[config.mk]
export PLATFORM = sky130hd
export DESIGN_NAME = ssub_result_stage_flat
export DESIGN_NICKNAME = d
export VERILOG_FILES = /design/src/rtl/ssub_result_stage_pkg.sv /design/src/rtl/ssub_result_stage_if.sv /design/src/rtl/ssub_flag_calc.sv /design/src/rtl/ssub_result_stage.sv /design/src/flat_wrapper.sv
export SDC_FILE = /design/constraint.sdc
export NUM_CORES = 1
export LEC_CHECK = 0
export CAP_MARGIN = 20
export CORE_MARGIN = 2
export CORE_UTILIZATION = 45
export DETAILED_ROUTE_END_ITERATION = 8
export PLACE_DENSITY = 0.76
export SYNTH_ARGS = -nofsm -noshare
export SYNTH_HDL_FRONTEND = slang
export SYNTH_SLANG_ARGS = --single-unit
[constraint.sdc]
create_clock -name clk -period 2.5 [get_ports clk]
set_input_delay 0.25 -clock clk [delete_from_list [all_inputs] [get_ports clk]]
set_output_delay 0.25 -clock clk [all_outputs]
set_load 0.1 [all_outputs]
[src/rtl/ssub_result_stage_pkg.sv]
// ----------------------------------------------------------------------------
// ssub_result_stage_pkg
//   Shared definitions for the signed-subtractor result stage:
//     WIDTH_DEF        default datapath width
//     SAT_MAX/SAT_MIN  saturation limits at the default width
//     buf_state_e      occupancy of the output register + skid buffer
//     ovf_sub()        signed-overflow detect for a - b
// ----------------------------------------------------------------------------
package ssub_result_stage_pkg;

    localparam int WIDTH_DEF = 32;

    localparam logic [WIDTH_DEF-1:0] SAT_MAX = {1'b0, {(WIDTH_DEF-1){1'b1}}};
    localparam logic [WIDTH_DEF-1:0] SAT_MIN = {1'b1, {(WIDTH_DEF-1){1'b0}}};

    typedef enum logic [1:0] {
        BUF_EMPTY = 2'd0,   // nothing held, out_valid low
        BUF_ONE   = 2'd1,   // output register full
        BUF_TWO   = 2'd2    // output register and skid entry full
    } buf_state_e;

    // a - b overflows only when the operands differ in sign and the result
    // sign differs from a. A pass-through result never overflows.
    function automatic logic ovf_sub(input logic sel, input logic a_msb,
                                     input logic b_msb, input logic r_msb);
        return ~sel & (a_msb ^ b_msb) & (r_msb ^ a_msb);
    endfunction

endpackage

[src/rtl/ssub_result_stage_if.sv]
// ----------------------------------------------------------------------------
// ssub_result_stage_if
//   Input (valid/ready + mux result and operand sign bits) and output
//   (valid/ready + result and N/Z/V flags) channels of the result stage.
//   slave  : view of the result stage itself
//   master : view of the surrounding logic (upstream mux and writeback)
// ----------------------------------------------------------------------------
interface ssub_result_stage_if #(
    parameter int WIDTH = 32
);
    logic             in_valid;
    logic             in_ready;
    logic [WIDTH-1:0] in_result;
    logic             in_sel;
    logic             in_a_msb;
    logic             in_b_msb;

    logic             out_valid;
    logic             out_ready;
    logic [WIDTH-1:0] out_result;
    logic             out_n;
    logic             out_z;
    logic             out_v;

    modport slave (
        input  in_valid, in_result, in_sel, in_a_msb, in_b_msb, out_ready,
        output in_ready, out_valid, out_result, out_n, out_z, out_v
    );

    modport master (
        output in_valid, in_result, in_sel, in_a_msb, in_b_msb, out_ready,
        input  in_ready, out_valid, out_result, out_n, out_z, out_v
    );
endinterface

[src/rtl/ssub_flag_calc.sv]
// ----------------------------------------------------------------------------
// ssub_flag_calc
//   Combinational flag/saturation logic on the incoming mux result.
//   Ports:
//     result   in   WIDTH  selected mux output
//     sel      in   1      0 = difference, 1 = pass-through
//     a_msb    in   1      sign of minuend
//     b_msb    in   1      sign of subtrahend
//     res_out  out  WIDTH  result, clamped on overflow when SAT_EN=1
//     n, z     out  1      sign / zero of res_out
//     v        out  1      signed overflow of a - b (pre-saturation)
// ----------------------------------------------------------------------------
module ssub_flag_calc
    import ssub_result_stage_pkg::*;
#(
    parameter int WIDTH  = WIDTH_DEF,
    parameter bit SAT_EN = 1'b0
) (
    input  logic [WIDTH-1:0] result,
    input  logic             sel,
    input  logic             a_msb,
    input  logic             b_msb,
    output logic [WIDTH-1:0] res_out,
    output logic             n,
    output logic             z,
    output logic             v
);

    logic [WIDTH-1:0] sat_hi;
    logic [WIDTH-1:0] sat_lo;

    generate
        if (WIDTH == WIDTH_DEF) begin : g_def_limits
            assign sat_hi = SAT_MAX;
            assign sat_lo = SAT_MIN;
        end else begin : g_gen_limits
            assign sat_hi = {1'b0, {(WIDTH-1){1'b1}}};
            assign sat_lo = {1'b1, {(WIDTH-1){1'b0}}};
        end
    endgenerate

    always_comb begin
        v       = ovf_sub(sel, a_msb, b_msb, result[WIDTH-1]);
        res_out = result;
        // Overflow direction follows the sign of a: negative a can only
        // underflow past the minimum, positive a only past the maximum.
        if (SAT_EN && v) begin
            res_out = a_msb ? sat_lo : sat_hi;
        end
        n = res_out[WIDTH-1];
        z = (res_out == '0);
    end

endmodule

[src/rtl/ssub_result_stage.sv]
// ----------------------------------------------------------------------------
// ssub_result_stage
//   Registered output stage behind the subtractor's 2:1 result mux. Computes
//   N/Z/V (optionally saturating), then buffers finished entries in an output
//   register plus one skid entry so in_ready can come straight from a flop.
//   Ports:
//     clk        in   1      rising-edge clock
//     reset      in   1      asynchronous active-high reset
//     bus        slave       input/output valid-ready channels
//     ovf_count  out  CNT_W  accepted overflow events, sticks at all-ones
//     ovf_clr    in   1      synchronous clear of ovf_count, beats increment
// ----------------------------------------------------------------------------
module ssub_result_stage
    import ssub_result_stage_pkg::*;
#(
    parameter int WIDTH  = WIDTH_DEF,
    parameter bit SAT_EN = 1'b0,
    parameter int CNT_W  = 16
) (
    input  logic                 clk,
    input  logic                 reset,
    ssub_result_stage_if.slave   bus,
    output logic [CNT_W-1:0]     ovf_count,
    input  logic                 ovf_clr
);

    // Stored entry layout: {result, n, z, v}
    localparam int EW = WIDTH + 3;

    logic [WIDTH-1:0] f_result;
    logic             f_n;
    logic             f_z;
    logic             f_v;
    logic [EW-1:0]    in_entry;

    logic [EW-1:0]    out_q;
    logic [EW-1:0]    skid_q;

    buf_state_e       state_q;
    buf_state_e       state_d;
    logic             in_ready_q;

    logic             accept;
    logic             load_out;
    logic             load_skid;
    logic             out_from_skid;

    ssub_flag_calc #(
        .WIDTH  (WIDTH),
        .SAT_EN (SAT_EN)
    ) u_flag_calc (
        .result  (bus.in_result),
        .sel     (bus.in_sel),
        .a_msb   (bus.in_a_msb),
        .b_msb   (bus.in_b_msb),
        .res_out (f_result),
        .n       (f_n),
        .z       (f_z),
        .v       (f_v)
    );

    assign in_entry = {f_result, f_n, f_z, f_v};
    assign accept   = bus.in_valid & in_ready_q;

    // Next-state and datapath steering. The skid entry is only ever filled
    // from ONE while the output is stalled; in TWO in_ready is low so no
    // accept can happen there.
    always_comb begin
        state_d       = state_q;
        load_out      = 1'b0;
        load_skid     = 1'b0;
        out_from_skid = 1'b0;
        case (state_q)
            BUF_EMPTY: begin
                if (accept) begin
                    state_d  = BUF_ONE;
                    load_out = 1'b1;
                end
            end
            BUF_ONE: begin
                if (accept && bus.out_ready) begin
                    load_out = 1'b1;
                end else if (accept) begin
                    state_d   = BUF_TWO;
                    load_skid = 1'b1;
                end else if (bus.out_ready) begin
                    state_d = BUF_EMPTY;
                end
            end
            BUF_TWO: begin
                if (bus.out_ready) begin
                    state_d       = BUF_ONE;
                    out_from_skid = 1'b1;
                end
            end
            default: state_d = BUF_EMPTY;
        endcase
    end

    // in_ready is held low through reset and rises on the first edge after
    // release, since the next state is EMPTY then.
    always_ff @(posedge clk or posedge reset) begin
        if (reset) begin
            state_q    <= BUF_EMPTY;
            in_ready_q <= 1'b0;
        end else begin
            state_q    <= state_d;
            in_ready_q <= (state_d != BUF_TWO);
        end
    end

    always_ff @(posedge clk or posedge reset) begin
        if (reset) begin
            out_q  <= '0;
            skid_q <= '0;
        end else begin
            if (load_out) begin
                out_q <= in_entry;
            end else if (out_from_skid) begin
                out_q <= skid_q;
            end
            if (load_skid) begin
                skid_q <= in_entry;
            end
        end
    end

    always_ff @(posedge clk or posedge reset) begin
        if (reset) begin
            ovf_count <= '0;
        end else if (ovf_clr) begin
            ovf_count <= '0;
        end else if (accept && f_v && (ovf_count != {CNT_W{1'b1}})) begin
            ovf_count <= ovf_count + 1'b1;
        end
    end

    assign bus.in_ready  = in_ready_q;
    assign bus.out_valid = (state_q != BUF_EMPTY);
    assign {bus.out_result, bus.out_n, bus.out_z, bus.out_v} = out_q;

endmodule
[src/flat_wrapper.sv]
// flat-port wrapper written by rule: the top's interface ports become plain ports
module ssub_result_stage_flat import ssub_result_stage_pkg::*;
#(
    parameter int WIDTH  = WIDTH_DEF,
    parameter bit SAT_EN = 1'b0,
    parameter int CNT_W  = 16
)
  (clk, reset, ovf_count, ovf_clr, bus_in_valid, bus_in_result, bus_in_sel, bus_in_a_msb, bus_in_b_msb, bus_out_ready, bus_in_ready, bus_out_valid, bus_out_result, bus_out_n, bus_out_z, bus_out_v);
  ssub_result_stage_if #(.WIDTH(WIDTH)) bus_i ();
  input  logic clk;
  input  logic reset;
  output logic [CNT_W-1:0] ovf_count;
  input  logic ovf_clr;
  input wire logic [$bits(bus_i.in_valid)-1:0] bus_in_valid;
  input wire logic [$bits(bus_i.in_result)-1:0] bus_in_result;
  input wire logic [$bits(bus_i.in_sel)-1:0] bus_in_sel;
  input wire logic [$bits(bus_i.in_a_msb)-1:0] bus_in_a_msb;
  input wire logic [$bits(bus_i.in_b_msb)-1:0] bus_in_b_msb;
  input wire logic [$bits(bus_i.out_ready)-1:0] bus_out_ready;
  output wire logic [$bits(bus_i.in_ready)-1:0] bus_in_ready;
  output wire logic [$bits(bus_i.out_valid)-1:0] bus_out_valid;
  output wire logic [$bits(bus_i.out_result)-1:0] bus_out_result;
  output wire logic [$bits(bus_i.out_n)-1:0] bus_out_n;
  output wire logic [$bits(bus_i.out_z)-1:0] bus_out_z;
  output wire logic [$bits(bus_i.out_v)-1:0] bus_out_v;
  assign bus_i.in_valid = bus_in_valid;
  assign bus_i.in_result = bus_in_result;
  assign bus_i.in_sel = bus_in_sel;
  assign bus_i.in_a_msb = bus_in_a_msb;
  assign bus_i.in_b_msb = bus_in_b_msb;
  assign bus_i.out_ready = bus_out_ready;
  assign bus_in_ready = bus_i.in_ready;
  assign bus_out_valid = bus_i.out_valid;
  assign bus_out_result = bus_i.out_result;
  assign bus_out_n = bus_i.out_n;
  assign bus_out_z = bus_i.out_z;
  assign bus_out_v = bus_i.out_v;
  ssub_result_stage #(.WIDTH(WIDTH), .SAT_EN(SAT_EN), .CNT_W(CNT_W)) u_core (.clk(clk), .reset(reset), .bus(bus_i), .ovf_count(ovf_count), .ovf_clr(ovf_clr));
endmodule
==> out/qor.yml <==
nets: 464
dr.pass1.iters: 4
worst_r2r_endpoint: "u_core.ovf_count[11]$_DFFE_PP0P_"
netlist.area_leader.share_pct: 55.4
crit_path_start_kind: "input pin"
cp-end-kind: "flip-flop"
die_w_um: 97.5
dieArea_um2: 9500
cts_root_buffer: "clkbuf_8"
final_max_slew_viol_count: 0
period_share_pct: 85.4
grt_max_degree: 88
max_freq_mhz: 468
hold_viol: 0
p_total_mw: 6.60
reg2reg_slack_ns: 0.37
drc: 0
p_leak_nw: 2.33
power_density_nw_per_um2: 1300
synth-seq-cells: 87
post-cts-setup-buffer-count: 0
synthAdderAreaFrac_pct: 0.318
slew_headroom_pct: 47.2
critical_path.endpoint: "u_core.ovf_count[11]$_DFFE_PP0P_"
grt-ovfl-total: 0
diodes: 0
vias_per_cell: 5.72
clk_latency_ns: 0.36
grt_pass1_vias: 3113
yosysSeqAreaShare_pct: 55.4
synth.most_common_cell: "dfrtp_1"
required_ns: 2.75
numCtsBuffers: 9
synth-main-ff-cell: "dfrtp_1"
yosys_warnings: 0
hp-class: "input pin to asynchronous set/reset pin"
synth_edf_count: 0
synth-simple-area-share_pct: 11.5
clk_path_buf_depth: 2
drive_above_1_share_pct: 30.0
r2r_cells: 4
critPathLaunch: "bus_in_a_msb"
fin_crit_ns: 2.14
synthXorXnorAreaFrac_pct: 0
hold_buffers: 0
grtUsageTotal_pct: 19.4
path_depth: 5
cts_tree: "done"
rr_startpoint: "u_core.ovf_count[6]$_DFFE_PP0P_"
place_hpwl_mm: 6.17
crit_buf_inv: 1
synth_top_family_by_area: "compound AO/OA/AOI/OAI gates"
fillers: 729
synth_area_per_cell_um2: 12.1
status: "complete, no violations"
slowest_stage: "or4_1"
vias: 3062
timing.max_cap.violations: 0
syn_inst: 326
synth_async_sr_flop_share_pct: 100
synth_mux_area_share_pct: 11.9
clock_skew_ns: 0.0147
crit_family: "simple AND/OR/NAND/NOR gates"
ys_types: 42
worst_slew_pin_slew_ns: 0.791
critical_path.cell_chain: "clkdlybuf4s50_1 -> or3b_4 -> a211o_1 -> or4_1 -> a21oi_1"
rsz0062_at_grt: "no"
place.gp.congestion: 0.831
hold-worst-slack_ns: 0.361
ant_nets: 0
peakVddDrop_mv: 0.536
synth_compound_area_share_pct: 18.4
synth_common_cells: "dfrtp_1, mux2_2, a21o_1, a22o_1, clkbuf_1"
syn-cell-area_um2: 3930
worstSetupPathType: "input pin to flip-flop"
drt-total-wl_mm: 9.06
setup_viol: 0
h-tree-depth: 3
netlist_top_cells_area: "dfrtp_1, mux2_2, a22o_1"
die_h_um: 97.5
ios: 93
drtIter0Drc: 136
yosys.area.top_type: "dfrtp_1"
core-area_um2: 8590
cpPeakStageDelay_ns: 0.59
post_cts_resized: 0
crit_arrival_ns: 2.39
cts.sinks: 87
io_buffers: 92
clk_pin_slew_worst_paths_ns: 0.09
syn_to_final_growth_pct: 28.8
num_rows: 34
grt_antenna_before_repair: 0
wl_per_cell_um: 16.9
grt_pass1_wl_mm: 15.1
initial_core_util_pct: 45.8
syn_nets: 367
crit_fanout: 18
-- registers in the layout (all words and copies together) (netlist names) --
name / flops
u_core.bus.in_ready: 1
u_core.out_q: 34
u_core.skid_q: 34
u_core.ovf_count: 16
u_core.state_q: 2
-- power by group --
part	internal, mW	switching [mW]
clock	0.361	0.523
combinational	0.923	2.55
sequential	1.94	0.298
total	3.23	3.37
-- per-layer routing --
metal  wire length, µm  global-route usage [%]  up-vias
li1                  -                       -     1434
met1              4070                    25.7     1516
met2              4350                    31.2       92
met3               473                    4.82       20
met4               161                    6.73        0
met5                 0                       0        -
-- worst min path at each step --
stage | from | endpoint
after floorplan | bus_out_ready | u_core.state_q[1]$_DFF_PP0_
after global placement | u_core.out_q[15]$_DFFE_PP0P_ | u_core.out_q[15]$_DFFE_PP0P_
after detailed placement | u_core.out_q[10]$_DFFE_PP0P_ | u_core.out_q[10]$_DFFE_PP0P_
after CTS | reset | u_core.out_q[31]$_DFFE_PP0P_
after global routing | reset | u_core.skid_q[23]$_DFFE_PP0P_
final | reset | u_core.out_q[31]$_DFFE_PP0P_
-- cell usage in the layout, fill, tap and decap left out, drive strengths merged, types with 5 or more instances in the layout --
cell,Yosys,final
o31ai,5,5
a22o,32,32
clkdlybuf4s50,0,39
nor2b,6,6
nand4,7,7
or4,5,5
o21ai,5,5
nor2,12,12
nor3,10,10
dfrtp,87,87
clkbuf,13,9
nand3,6,6
a21o,32,32
a21oi,10,10
nor4,12,12
buf,6,66
mux2,39,39
nand2,8,8
-- cell type report --
class / count / area, µm² / area share, %
flip-flops and latches: 87 / 2180 / 43.0
multi-input cells: 217 / 1670 / 33.0
repair buffers: 105 / 898 / 17.7
well taps: 108 / 135 / 2.67
clock buffers: 9 / 124 / 2.45
clock inverters: 6 / 45.0 / 0.890
inverters: 3 / 15.0 / 0.297
-- worst register-to-register path, cell delays in order (launching register included) --
cell and delay (ns):
dfrtp_1 0.49, nand3_1 0.17, or4b_2 0.74, or4_1 0.44, a21oi_1 0.18
-- logic make-up (layout without fill, tap and decap cells) --
family                     after synthesis  after routing
muxes                                   42             42
adders and majority gates                1              1
buffers and inverters                   22            123
AOI/OAI and AO/OA                       95             95
DFF                                     87             87
and+or+nand+nor                         79             79
-- through the flow --
stage | utilization [%] | cell area, µm² | cells | TNS, ns | setup slack (ns)
final | 58.9 | 5060 | 535 | 0 | 0.364
after global routing | 58.9 | 5060 | 535 | 0 | 0.265
after CTS | 58.9 | 5060 | 535 | 0 | 0.389
after detailed placement | 57.0 | 4890 | 520 | 0 | 0.00844
after global placement | 57.0 | 4890 | 520 | 0 | 0.0729
after floorplan | - | 3940 | 326 | -1.08 | -0.0899
No activity file was read; power rests on OpenSTA's default activity.
